<file path="src/rtl/div_pkg.sv">
// Shared definitions for the sequential signed divider: FSM states and default width.
package div_pkg;

   localparam int W_DEF = 4;

   typedef enum logic [1:0] {
      IDLE = 2'd0,
      CALC = 2'd1,
      FIX  = 2'd2,
      DONE = 2'd3
   } state_t;

endpackage

</file>
<file path="src/rtl/div_step.sv">
// One restoring-division iteration: shift in the next dividend bit, trial-subtract the divisor.
// Purely combinational; no flow control.
module div_step
   import div_pkg::*;
#(
   parameter int W = W_DEF
) (
   input  logic [W:0]   rem_i,
   input  logic         bit_i,
   input  logic [W-1:0] dvm_i,
   output logic [W:0]   rem_o,
   output logic         qbit_o
);

   logic [W+1:0] sh;
   logic [W+1:0] diff;

   always_comb begin
      sh     = {rem_i, bit_i};
      diff   = sh - {2'b00, dvm_i};
      // A borrow out of the top bit means the divisor did not fit.
      qbit_o = ~diff[W+1];
      rem_o  = qbit_o ? diff[W:0] : sh[W:0];
   end

endmodule

</file>
<file path="src/rtl/seq_divider.sv">
// Signed sequential divider (truncating, remainder takes dividend sign), W iterations per op.
// done pulses W+2 edges after acceptance (1 edge for divide-by-zero); start is ignored while busy.
module seq_divider
   import div_pkg::*;
#(
   parameter int W = W_DEF
) (
   input  logic         clk,
   input  logic         rst,
   input  logic         start,
   input  logic [W-1:0] Dd,
   input  logic [W-1:0] Dv,
   output logic         busy,
   output logic         done,
   output logic [W-1:0] Q,
   output logic [W-1:0] R,
   output logic         dbz,
   output logic         ovf
);

   localparam int CW = $clog2(W);

   state_t         state_q, state_d;
   logic [CW-1:0]  cnt_q, cnt_d;
   logic [W:0]     rem_q, rem_d;
   logic [W-1:0]   quo_q, quo_d;
   logic [W-1:0]   dvm_q, dvm_d;
   logic           sdd_q, sdd_d;
   logic           sdv_q, sdv_d;
   logic [W-1:0]   resq_q, resq_d;
   logic [W-1:0]   resr_q, resr_d;
   logic           rdbz_q, rdbz_d;
   logic           rovf_q, rovf_d;
   logic [W-1:0]   q_q, q_d;
   logic [W-1:0]   r_q, r_d;
   logic           dbz_q, dbz_d;
   logic           ovf_q, ovf_d;
   logic           done_q, done_d;

   logic [W:0]     step_rem;
   logic           step_qbit;

   div_step #(.W(W)) u_step (
      .rem_i  (rem_q),
      .bit_i  (quo_q[W-1]),
      .dvm_i  (dvm_q),
      .rem_o  (step_rem),
      .qbit_o (step_qbit)
   );

   always_comb begin
      state_d = state_q;
      cnt_d   = cnt_q;
      rem_d   = rem_q;
      quo_d   = quo_q;
      dvm_d   = dvm_q;
      sdd_d   = sdd_q;
      sdv_d   = sdv_q;
      resq_d  = resq_q;
      resr_d  = resr_q;
      rdbz_d  = rdbz_q;
      rovf_d  = rovf_q;
      q_d     = q_q;
      r_d     = r_q;
      dbz_d   = dbz_q;
      ovf_d   = ovf_q;
      done_d  = 1'b0;

      case (state_q)
         IDLE: begin
            if (start) begin
               dbz_d  = 1'b0;
               ovf_d  = 1'b0;
               sdd_d  = Dd[W-1];
               sdv_d  = Dv[W-1];
               cnt_d  = '0;
               rem_d  = '0;
               rovf_d = 1'b0;
               if (Dv == '0) begin
                  resq_d  = '1;
                  resr_d  = Dd;
                  rdbz_d  = 1'b1;
                  state_d = DONE;
               end else begin
                  // Negating -2^(W-1) wraps to itself, which is exactly its unsigned magnitude.
                  quo_d   = Dd[W-1] ? -Dd : Dd;
                  dvm_d   = Dv[W-1] ? -Dv : Dv;
                  rdbz_d  = 1'b0;
                  state_d = CALC;
               end
            end
         end

         CALC: begin
            rem_d = step_rem;
            quo_d = {quo_q[W-2:0], step_qbit};
            cnt_d = cnt_q + CW'(1);
            if (cnt_q == CW'(W - 1)) begin
               state_d = FIX;
            end
         end

         FIX: begin
            resq_d  = (sdd_q ^ sdv_q) ? -quo_q : quo_q;
            resr_d  = sdd_q ? -rem_q[W-1:0] : rem_q[W-1:0];
            // A same-sign magnitude of 2^(W-1) only arises from -2^(W-1) / -1.
            rovf_d  = ~(sdd_q ^ sdv_q) & quo_q[W-1];
            state_d = DONE;
         end

         DONE: begin
            done_d  = 1'b1;
            q_d     = resq_q;
            r_d     = resr_q;
            dbz_d   = rdbz_q;
            ovf_d   = rovf_q;
            state_d = IDLE;
         end

         default: state_d = IDLE;
      endcase
   end

   always_ff @(posedge clk or posedge rst) begin
      if (rst) begin
         state_q <= IDLE;
         cnt_q   <= '0;
         rem_q   <= '0;
         quo_q   <= '0;
         dvm_q   <= '0;
         sdd_q   <= 1'b0;
         sdv_q   <= 1'b0;
         resq_q  <= '0;
         resr_q  <= '0;
         rdbz_q  <= 1'b0;
         rovf_q  <= 1'b0;
         q_q     <= '0;
         r_q     <= '0;
         dbz_q   <= 1'b0;
         ovf_q   <= 1'b0;
         done_q  <= 1'b0;
      end else begin
         state_q <= state_d;
         cnt_q   <= cnt_d;
         rem_q   <= rem_d;
         quo_q   <= quo_d;
         dvm_q   <= dvm_d;
         sdd_q   <= sdd_d;
         sdv_q   <= sdv_d;
         resq_q  <= resq_d;
         resr_q  <= resr_d;
         rdbz_q  <= rdbz_d;
         rovf_q  <= rovf_d;
         q_q     <= q_d;
         r_q     <= r_d;
         dbz_q   <= dbz_d;
         ovf_q   <= ovf_d;
         done_q  <= done_d;
      end
   end

   assign busy = (state_q != IDLE);
   assign done = done_q;
   assign Q    = q_q;
   assign R    = r_q;
   assign dbz  = dbz_q;
   assign ovf  = ovf_q;

endmodule

</file>
<file path="config.mk">
export PLATFORM = sky130hd
export DESIGN_NAME = seq_divider
export DESIGN_NICKNAME = d
export VERILOG_FILES = /design/src/rtl/div_pkg.sv /design/src/rtl/div_step.sv /design/src/rtl/seq_divider.sv
export SDC_FILE = /design/constraint.sdc
export NUM_CORES = 1
export LEC_CHECK = 0
export ABC_AREA = 1
export CAP_MARGIN = 20
export CORE_UTILIZATION = 60
export CTS_CLUSTER_SIZE = 12
export DETAILED_ROUTE_END_ITERATION = 12
export PLACE_DENSITY_LB_ADDON = 0.08
export SLEW_MARGIN = 5
export SYNTH_ARGS = -nofsm -noshare
export SYNTH_HDL_FRONTEND = slang
export SYNTH_SLANG_ARGS = --single-unit
</file>
<file path="constraint.sdc">
create_clock -name clk -period 2.9 [get_ports clk]
set_clock_uncertainty 0.1 [all_clocks]
set_input_delay 0.87 -clock clk [delete_from_list [all_inputs] [get_ports clk]]
set_output_delay 0.87 -clock clk [all_outputs]
set_load 0.01 [all_outputs]
</file>
==> results.yml <==
detailed_routing:
  drtPass1Iterations: 5
  drc_errors: 0
  viasPerCell: 5.34
  drt.antenna.violating_nets: 0
  dr.first_iter.drc_count: 112
  wl_mm: 4.39
  num_vias: 1873
  wl_per_cell_um: 12.5
yosys:
  synth_nets: 301
  yosysUniqueCellTypes: 29
  synthSimpleGateAreaFrac: 0.265
  synth_top_family_by_area: "simple AND/OR/NAND/NOR gates"
  synth_seq_cells: 40
  synth_fa_ha_area_frac: 0.0833
  syn_area_sq_um: 2190
  muxShareOfSynthArea: 0
  synthCells: 276
  ys_seq_area_frac: 0.457
  yosysWarningCount: 0
  synth_compound_area_frac: 0.107
  synth_xor_area_frac: 0.0120
  avgSynthCellArea_sq_um: 7.94
worst_setup_path:
  critical_path_required_ps: 1930
  cp-start-kind: "flop"
  cp-end-kind: "output pin"
  reg2reg_slack_ps: 980
  worstPathArrival_ps: 1820
  crit_type: "flop to output pin"
  path_max_fanout: 5
timing:
  finalHoldViolations: 0
  finalWorstSetupSlack_ps: 106
  holdWs_ps: 378
  finalCriticalPeriod_ps: 2790
  rsz0062_at_grt: "false"
  clock.fmax_ghz: 0.358
  fin_tns_setup_ps: 0
  slew_violations: 0
  worst_slew_pin_slew_ps: 491
  finalCritPeriodShare: 0.964
  slew_headroom: 0.673
  finalSetupViolCount: 0
cells_and_area:
  antenna_cells: 0
  final_cell_mix: "nand2_1, dfrtp_1, inv_1"
  n_fill_cell: 275
  fin_util: 0.747
  areaGrowthSynthToFinish_pct: 16.4
  instances_no_fill: 351
  layout_commonest_cell: "nand2_1"
  layout.nets: 329
  layout-drive-gt1-share: 0.0852
clock_network:
  ctsRootBufferMaster: "clkbuf_4"
  clock_tree.buffer_depth: 2
  cts_resized: 0
  clk_pin_slew_ps: 130
  cts_sinks: 40
  numCtsBuffers: 5
  htreeDepth: 2
  cts_tree: "built"
  clock_latency_ps: 360
  postCtsHoldBufs: 0
  postCtsSetupBuffers: 0
placed_design:
  gp_congestion: 0.863
  placed_cells: 343
  hpwl_mm: 3.33
  port_buffers: 22
  post-place-ws_ps: 406
global_route:
  grt_util_all_layers: 0.261
  overflow: 0
  antenna_found_initial: 0
  grt_pass1_vias: 1738
  grt_start_max_net_pins: 41
  grt_pass1_wl_mm: 7.89
die:
  core-area_sq_um: 3420
  initial_core_util: 0.642
  io_pins: 23
  die_h_um: 62.4
  die_area_sq_um: 3900
  rows: 21
  die_x_um: 62.4
status:
  status: "finished clean"
power_and_ir_drop:
  power_density_nw_per_um2: 1110
  power_leakage_nw: 1.28
  vdd_drop_max_uv: 662
worst_hold_path:
  min_path_type: "flop to flop"
run:
  maxCapViolations: 0
==> through the flow <==
step | cell area, sq um | power (mW)
4_1_cts | 2550 | 2.85
6_report | 2550 | 2.84
5_1_grt | 2550 | 3.13
3_3_place_gp | 2470 | 2.41
3_5_place_dp | 2470 | 2.45
2_1_floorplan | 2190 | 2.03
==> cells in the mapped netlist, drive strengths merged <==
| master | count | share of area |
|---|---|---|
| nor2 | 22 | 0.039 |
| a22o | 1 | 0.0040 |
| a21oi | 9 | 0.022 |
| nand3b | 1 | 0.0034 |
| nor3 | 1 | 0.0023 |
| a31oi | 3 | 0.0086 |
| inv | 40 | 0.068 |
| nand4 | 2 | 0.0057 |
| o22ai | 4 | 0.011 |
| o211ai | 3 | 0.010 |
| nand2 | 77 | 0.14 |
| fa | 1 | 0.0091 |
| clkbuf | 2 | 0.0040 |
| ha | 13 | 0.074 |
| nand3 | 29 | 0.068 |
| o21ai | 22 | 0.050 |
| dfrtp | 40 | 0.46 |
| xor2 | 3 | 0.012 |
| or2 | 1 | 0.0040 |
| clkinv | 2 | 0.0040 |
==> flip-flops by register name, indices dropped and copies added (netlist names), 2 cells and up <==
| register | flops |
|---|---|
| state_q | 2 |
| cnt_q | 2 |
| quo_q | 4 |
| R | 4 |
| Q | 4 |
| rem_q | 5 |
| resq_q | 4 |
| dvm_q | 4 |
| resr_q | 4 |
==> per-layer routing <==
metal / routed length, um / vias up / share of wire / GRT usage
li1: - / 951 / - / -
met1: 2130 / 879 / 0.48 / 0.358
met2: 2030 / 37 / 0.46 / 0.418
met3: 168 / 6 / 0.038 / 0.0493
met4: 65 / 0 / 0.015 / 0.0901
met5: 0 / - / 0 / 0
==> area by class of cell <==
| cell class | count | area (sq um) | area share |
|---|---|---|---|
| multi-input cells | 192 | 1020 | 0.401 |
| inverters | 42 | 159 | 0.0623 |
| flip-flops and latches | 40 | 1000 | 0.392 |
| repair buffers | 23 | 228 | 0.0892 |
| clock buffers | 5 | 37.5 | 0.0147 |
| clock inverters | 3 | 46.3 | 0.0181 |
| well taps | 46 | 57.6 | 0.0225 |
==> power by group <==
group / total [mW] / switching [mW] / internal [mW]
Sequential: 0.942 / 0.147 / 0.795
Combinational: 1.51 / 0.915 / 0.599
Clock: 0.384 / 0.200 / 0.184
Total: 2.84 / 1.26 / 1.58
==> critical path: stages, from the launching register on <==
cell and delay [ps]:
dfrtp_1 420, inv_1 100, ha_1 280, inv_2 130, clkdlybuf4s50_1 540
==> path summary, 6_finish.rpt <==
path                       cells after the start  startpoint        to
max in group asynchronous                      3         rst  rem_q[3]
setup / recovery                               4  state_q[0]      busy
hold / removal                                 1    cnt_q[0]  cnt_q[0]
setup reg to reg                              10    quo_q[3]  rem_q[4]
min in group asynchronous                      3         rst    rdbz_q
hold reg to reg                                1    cnt_q[0]  cnt_q[0]
==> kinds of logic after synthesis <==
family,after synthesis
AOI/OAI and AO/OA,42
xor gates and xnor gates,3
adders and majority gates,14
buffers and inverters,44
DFF,40
and+or+nand+nor,133
No activity file was read; power rests on OpenSTA's default activity.
